File: config.mk
export PLATFORM = sky130hd
export DESIGN_NAME = ps2_host_tx
export DESIGN_NICKNAME = d
export VERILOG_FILES = /design/src/rtl/ps2_pkg.sv /design/src/rtl/ps2_host_tx_sync.sv /design/src/rtl/ps2_host_tx.sv
export SDC_FILE = /design/constraint.sdc
export NUM_CORES = 1
export LEC_CHECK = 0
export ABC_CLOCK_PERIOD_IN_PS = 2400
export CAP_MARGIN = 25
export CORE_MARGIN = 8
export CORE_UTILIZATION = 25
export DETAILED_ROUTE_END_ITERATION = 10
export MAX_ROUTING_LAYER = met4
export PLACE_DENSITY_LB_ADDON = 0.08
export REMOVE_ABC_BUFFERS = 1
export SLEW_MARGIN = 30
export SYNTH_ARGS = -nofsm -noshare
export SYNTH_HDL_FRONTEND = slang
export SYNTH_SLANG_ARGS = --single-unit
File: constraint.sdc
create_clock -name clk -period 2.4 [get_ports clk]
set_input_delay 0.48 -clock clk [delete_from_list [all_inputs] [get_ports clk]]
set_output_delay 0.48 -clock clk [all_outputs]
set_load 0.05 [all_outputs]
File: src/rtl/ps2_pkg.sv
// Shared definitions for the PS/2 host transmit path.
//   ps2_state_e      : host-to-device transmit FSM states
//   PS2_FRAME_EDGES  : device clock falling edges per host-to-device frame
//   PS2_CMD_* / RSP_*: common keyboard command / response bytes
//   odd_parity()     : parity bit that makes data+parity carry an odd count of ones
package ps2_pkg;

  typedef enum logic [2:0] {
    ST_IDLE,
    ST_INHIBIT,
    ST_RTS,
    ST_SHIFT,
    ST_ACK,
    ST_WAIT_IDLE
  } ps2_state_e;

  localparam int         PS2_FRAME_EDGES  = 11;
  localparam logic [7:0] PS2_CMD_SET_LEDS = 8'hED;
  localparam logic [7:0] PS2_CMD_RESET    = 8'hFF;
  localparam logic [7:0] PS2_RSP_ACK      = 8'hFA;

  function automatic logic odd_parity(input logic [7:0] d);
    return ~(^d);
  endfunction

endpackage

File: src/rtl/ps2_host_tx_sync.sv
// Two-flop synchronizer for one raw PS/2 line.
//   i_clk   : system clock
//   i_rst_n : async active-low reset; flops reset to 1 (idle bus level)
//   i_d     : asynchronous line input
//   o_q     : synchronized level
module ps2_host_tx_sync (
  input  logic i_clk,
  input  logic i_rst_n,
  input  logic i_d,
  output logic o_q
);

  logic r_meta;
  logic r_sync;

  always_ff @(posedge i_clk or negedge i_rst_n) begin
    if (!i_rst_n) begin
      r_meta <= 1'b1;
      r_sync <= 1'b1;
    end else begin
      r_meta <= i_d;
      r_sync <= r_meta;
    end
  end

  assign o_q = r_sync;

endmodule

File: src/rtl/ps2_host_tx.sv
// PS/2 host-to-device command transmitter.
//   clk, reset_n          : system clock, async active-low reset
//   tx_valid/tx_data      : command byte offer; accepted when tx_ready is high
//   tx_ready              : idle, accepts a byte this cycle
//   ps2_clk_in/data_in    : raw open-drain line levels
//   ps2_clk_oe/data_oe    : 1 pulls the line low, 0 releases it
//   busy                  : frame in progress
//   done/ack_ok           : one-cycle end-of-frame pulse with device-ack status
module ps2_host_tx
  import ps2_pkg::*;
#(
  parameter int INHIBIT_CYCLES = 12000,
  parameter int START_TIMEOUT  = 1500000,
  parameter int FRAME_TIMEOUT  = 200000
) (
  input  logic       clk,
  input  logic       reset_n,
  input  logic       tx_valid,
  input  logic [7:0] tx_data,
  output logic       tx_ready,
  input  logic       ps2_clk_in,
  input  logic       ps2_data_in,
  output logic       ps2_clk_oe,
  output logic       ps2_data_oe,
  output logic       busy,
  output logic       done,
  output logic       ack_ok
);

  localparam int CNT_MAX0 = (START_TIMEOUT > FRAME_TIMEOUT) ? START_TIMEOUT : FRAME_TIMEOUT;
  localparam int CNT_MAX  = (CNT_MAX0 > INHIBIT_CYCLES) ? CNT_MAX0 : INHIBIT_CYCLES;
  localparam int CW       = $clog2(CNT_MAX + 1);

  logic w_clk_s, w_data_s, w_fall, w_accept;
  logic r_clk_d;

  ps2_host_tx_sync u_sync_clk  (.i_clk(clk), .i_rst_n(reset_n), .i_d(ps2_clk_in),  .o_q(w_clk_s));
  ps2_host_tx_sync u_sync_data (.i_clk(clk), .i_rst_n(reset_n), .i_d(ps2_data_in), .o_q(w_data_s));

  always_ff @(posedge clk or negedge reset_n) begin
    if (!reset_n) r_clk_d <= 1'b1;
    else          r_clk_d <= w_clk_s;
  end

  assign w_fall = r_clk_d & ~w_clk_s;

  ps2_state_e       r_state, w_state_nxt;
  logic [CW-1:0]    r_cnt, w_cnt_nxt;
  logic [3:0]       r_edges, w_edges_nxt;
  logic [8:0]       r_shift, w_shift_nxt;   // {parity, data}; stop bit shifts in as 1
  logic             r_clk_oe, w_clk_oe_nxt;
  logic             r_data_oe, w_data_oe_nxt;
  logic             r_done, w_done_nxt;
  logic             r_ack_ok, w_ack_ok_nxt;
  logic             r_ack_pend, w_ack_pend_nxt;

  // done is registered and lands in the first IDLE cycle, so ready is held off there
  assign tx_ready    = reset_n & (r_state == ST_IDLE) & ~r_done;
  assign w_accept    = tx_valid & tx_ready;
  assign busy        = (r_state != ST_IDLE);
  assign ps2_clk_oe  = r_clk_oe;
  assign ps2_data_oe = r_data_oe;
  assign done        = r_done;
  assign ack_ok      = r_ack_ok;

  always_ff @(posedge clk or negedge reset_n) begin
    if (!reset_n) begin
      r_state    <= ST_IDLE;
      r_cnt      <= '0;
      r_edges    <= '0;
      r_shift    <= '0;
      r_clk_oe   <= 1'b0;
      r_data_oe  <= 1'b0;
      r_done     <= 1'b0;
      r_ack_ok   <= 1'b0;
      r_ack_pend <= 1'b0;
    end else begin
      r_state    <= w_state_nxt;
      r_cnt      <= w_cnt_nxt;
      r_edges    <= w_edges_nxt;
      r_shift    <= w_shift_nxt;
      r_clk_oe   <= w_clk_oe_nxt;
      r_data_oe  <= w_data_oe_nxt;
      r_done     <= w_done_nxt;
      r_ack_ok   <= w_ack_ok_nxt;
      r_ack_pend <= w_ack_pend_nxt;
    end
  end

  always_comb begin
    w_state_nxt    = r_state;
    w_cnt_nxt      = r_cnt + 1'b1;
    w_edges_nxt    = r_edges;
    w_shift_nxt    = r_shift;
    w_clk_oe_nxt   = r_clk_oe;
    w_data_oe_nxt  = r_data_oe;
    w_done_nxt     = 1'b0;
    w_ack_ok_nxt   = r_ack_ok;
    w_ack_pend_nxt = r_ack_pend;
    case (r_state)
      ST_IDLE: begin
        w_cnt_nxt = '0;
        if (w_accept) begin
          w_state_nxt   = ST_INHIBIT;
          w_shift_nxt   = {odd_parity(tx_data), tx_data};
          w_edges_nxt   = '0;
          w_clk_oe_nxt  = 1'b1;
          w_data_oe_nxt = 1'b0;
        end
      end
      ST_INHIBIT: begin
        if (r_cnt == CW'(INHIBIT_CYCLES - 1)) begin
          w_state_nxt   = ST_RTS;
          w_cnt_nxt     = '0;
          w_clk_oe_nxt  = 1'b0;
          w_data_oe_nxt = 1'b1;   // start bit
        end
      end
      ST_RTS: begin
        if (w_fall) begin
          w_state_nxt   = ST_SHIFT;
          w_cnt_nxt     = '0;     // frame timeout runs from the first device edge
          w_edges_nxt   = 4'd1;
          w_data_oe_nxt = ~r_shift[0];
          w_shift_nxt   = {1'b1, r_shift[8:1]};
        end else if (r_cnt == CW'(START_TIMEOUT - 1)) begin
          w_state_nxt   = ST_IDLE;
          w_clk_oe_nxt  = 1'b0;
          w_data_oe_nxt = 1'b0;
          w_done_nxt    = 1'b1;
          w_ack_ok_nxt  = 1'b0;
        end
      end
      ST_SHIFT: begin
        if (w_fall) begin
          w_edges_nxt = r_edges + 4'd1;
          if (r_edges == 4'(PS2_FRAME_EDGES - 1)) begin
            w_state_nxt = ST_ACK;
          end else begin
            // edges 2..9 put out data[1..7] and parity, edge 10 the shifted-in stop 1
            w_data_oe_nxt = ~r_shift[0];
            w_shift_nxt   = {1'b1, r_shift[8:1]};
          end
        end else if (r_cnt == CW'(FRAME_TIMEOUT - 1)) begin
          w_state_nxt   = ST_IDLE;
          w_clk_oe_nxt  = 1'b0;
          w_data_oe_nxt = 1'b0;
          w_done_nxt    = 1'b1;
          w_ack_ok_nxt  = 1'b0;
        end
      end
      ST_ACK: begin
        w_ack_pend_nxt = ~w_data_s;   // device pulls data low to acknowledge
        w_state_nxt    = ST_WAIT_IDLE;
        w_cnt_nxt      = '0;
      end
      ST_WAIT_IDLE: begin
        if (w_clk_s && w_data_s) begin
          w_state_nxt  = ST_IDLE;
          w_done_nxt   = 1'b1;
          w_ack_ok_nxt = r_ack_pend;
        end else if (r_cnt == CW'(FRAME_TIMEOUT - 1)) begin
          w_state_nxt  = ST_IDLE;
          w_done_nxt   = 1'b1;
          w_ack_ok_nxt = 1'b0;
        end
      end
      default: begin
        w_state_nxt   = ST_IDLE;
        w_clk_oe_nxt  = 1'b0;
        w_data_oe_nxt = 1'b0;
      end
    endcase
  end

endmodule

==> results.md <==
* Path type of the worst setup path: reg -> reg
* Inserted Clock Buffers at 5
* HP Class: in -> async
* Max Slew Vio Count at 0
* Port Buffers at 18
* Minimum clock period at 2260 ps
* Fin. Hold Viols at 0
* Worst path cell trace: or4_1, or3_4, o32a_1, o22ai_2, buf_12, nor2_1
* MaxCap Viol Count at 0
* #FFs+latches synth at 47
* Skew final at 9.81 ps
* Worst setup margin at 143 ps
* Status: complete, no violations
* Syn avg cell area at 9.22 um^2
* CP max stage cell: or4_1
* NumNets Final at 319
* Yosys warnings at 0
* Hold-fix buffers, CTS at 0
* Vias in the first global route at ~2,100
* Antenna violations before repair at 0
* Design area at 0.00306 mm^2
* Drt wl/cell at 14.7 um
* Post_cts resized at 0
* P_leak at 1.24 nW
* Via count at 2,061
* Worst r2r path cells at 6
* CP Max Fanout at 21
* Seq/Total Area, Yosys at a little under half
* Final setup vio count at 0
* CP Data Required Time at 2590 ps
* Core ar. at 0.0101 mm^2
* RSZ-0062 raised after global routing: false
* DPL Wire Length at approximately 4700 um
* Clock latency on the worst-skew pair at 300 ps
* Number of library cell types mapped by synthesis at 51
* Pwr per Cell Area at 944 mW/mm^2
* F_max at approximately 0.44 GHz
* Post-CTS repair timing setup buffer count at 0
* Total track usage at 10.3%
* Row cnt at 37
* Most frequent cells in the layout: dfrtp_1, nor2_1, nand2_1, buf_4, clkdlybuf4s50_1
* Area growth, synth to finish at 20.2%
* Die height at 117 um
* GPL Wtd Cong at 0.766
* Largest stage delay, worst path at between 500 and 600 ps
* Leading cell type in the layout, fill and taps excluded: dfrtp_1
* Initial DRC count at 109
* R2R Setup Slk at between 100 and 150 ps
* CTS tree: yes
* Die X at 117 um
* Drt first pass iters at 4
* Clock Tree Buf Depth at 2
* Synth Flop Type: dfrtp_1
* Fin Hold WS at 18.4 ps
* Mapped Area at 0.00254 mm^2
* CP Launch Type: flop
* Clock-pin slew of the registers on the worst-case setup and hold paths at 90 ps
* Total grt overflow at 0
* Synth Instances at approximately 280
* Final antenna-violating net count at 0
* # DRC at 0
* Global-route wire length before repair at 10,900 um
* Layout cells sized above 1 at between 10% and 20%
* Ant diodes at 0
* H-tree depth at 2
* Slew HR at 65.9%
* CTS Sinks at 47
* Crit. End Element: flop
* Post-synth EDFFs at 0
* Data arrival, critical path at 2450 ps
* Post-Route Utilization at 30.3%
* Cell Area, Placed at about 0.003 mm^2
* Largest net degree at the start of global routing at 23
* Post-synth ARST share at 100%
* Die Area at 0.0137 mm^2
* Least-Margin Pin Slew at 508 ps
* Vias per Instance at 4.68
* Root Driver: clkbuf_8
* Routed WL at ~6500 um
* Worst vdd ir at 0.396 mV
* Initial Util at 25.2%
* Part of the cycle the worst path needs at 94.0%
* Non-filler cells, final at 440
* Worst slack, placed at ~140 ps
* Boundary Pins at 19
* Placed cell count at about 430
[logic make-up (layout without fill, tap and decap cells)]
family	count (synthesis)	after routing	synth area share, %
and+or+nand+nor	131	131	25.7
xor gates and xnor gates	26	26	8.95
AOI/OAI and AO/OA	49	49	13.6
DFF	47	47	46.5
buffers and inverters	19	47	3.39
adders and majority gates	3	3	1.48
muxes	1	1	0.394
[synth_stat cells (3+ instances only)]
library cell  instances  share of area [%]
o31a_1                3                1.0
o211ai_1              3               0.89
nand2b_1              3               0.74
nor3_1                6                1.2
xnor2_1              13                4.5
and3_1                3               0.74
xor2_1               13                4.5
nor4_1                3               0.74
or3_1                 3               0.74
nand2_1              34                5.0
a21oi_1               6                1.2
dfstp_2               5                5.2
o21ai_0               8                1.6
clkbuf_1             11                1.6
nand4_1               5                1.2
o31ai_1               5                1.5
a31oi_1               8                2.0
nand3_1              12                2.4
inv_1                 4               0.59
nor2_1               40                5.9
dfrtp_1              42                 41
ha_1                  3                1.5
nor2b_1               4               0.98
[critical path: cells and delay by family, from the launching register on]
family | cells | cell delay, ps
compound gates | 2 | 530
flops | 1 | 420
buf+inv | 1 | 180
simple gates | 3 | 1020
[power by group]
part / total, W / switching (W) / leakage (nW) / internal [W]
registers: 0.00109 / 0.000125 / 0.594 / 0.000968
logic: 0.00128 / 0.000771 / 0.593 / 0.000509
clock network: 0.000512 / 0.000275 / 0.0484 / 0.000237
[cell type report]
type	instances	area, um^2
Fill cell	1120	7040
Sequential cell	47	1180
Multi-Input combinational cell	210	1270
Clock buffer	7	86.3
Tap cell	136	170
Clock inverter	1	8.76
Inverter	5	18.8
Timing Repair Buffer	34	315
[final timing paths]
path                                              startpoint                        end
worst max-delay path                     r_cnt[15]$_DFF_PN0_        r_cnt[12]$_DFF_PN0_
worst min-delay path                                 reset_n     r_shift[7]$_DFFE_PN0P_
worst max register to register           r_cnt[15]$_DFF_PN0_        r_cnt[12]$_DFF_PN0_
worst min register to register  u_sync_data.r_meta$_DFF_PN1_  u_sync_data.o_q$_DFF_PN1_
max in group asynchronous                            reset_n  u_sync_data.o_q$_DFF_PN1_
min in group clk                u_sync_data.r_meta$_DFF_PN1_  u_sync_data.o_q$_DFF_PN1_
[metal layers]
metal	share of wire [%]	global-route usage (%)	routed length, um
met5	0	-	0
met4	0.77	2.56	50
met3	4.1	2.00	262
met2	47	16.5	3040
met1	48	13.0	3110
[sequential cells by signal (all words and copies together), names as in the netlist]
register / count
r_ack_pend: 1
ack_ok: 1
done: 1
u_sync_clk.r_meta: 1
r_cnt: 21
ps2_clk_oe: 1
r_edges: 4
r_state: 3
u_sync_clk.o_q: 1
r_clk_d: 1
ps2_data_oe: 1
u_sync_data.r_meta: 1
u_sync_data.o_q: 1
r_shift: 9
[stage by stage]
stage | TNS (ps) | power [W]
global route | 0 | 0.00310
floorplan | -462 | 0.00186
detailed placement | 0 | 0.00240
finish | 0 | 0.00289
global placement | 0 | 0.00242
CTS | 0 | 0.00294
(Power assumes the default switching activity.)
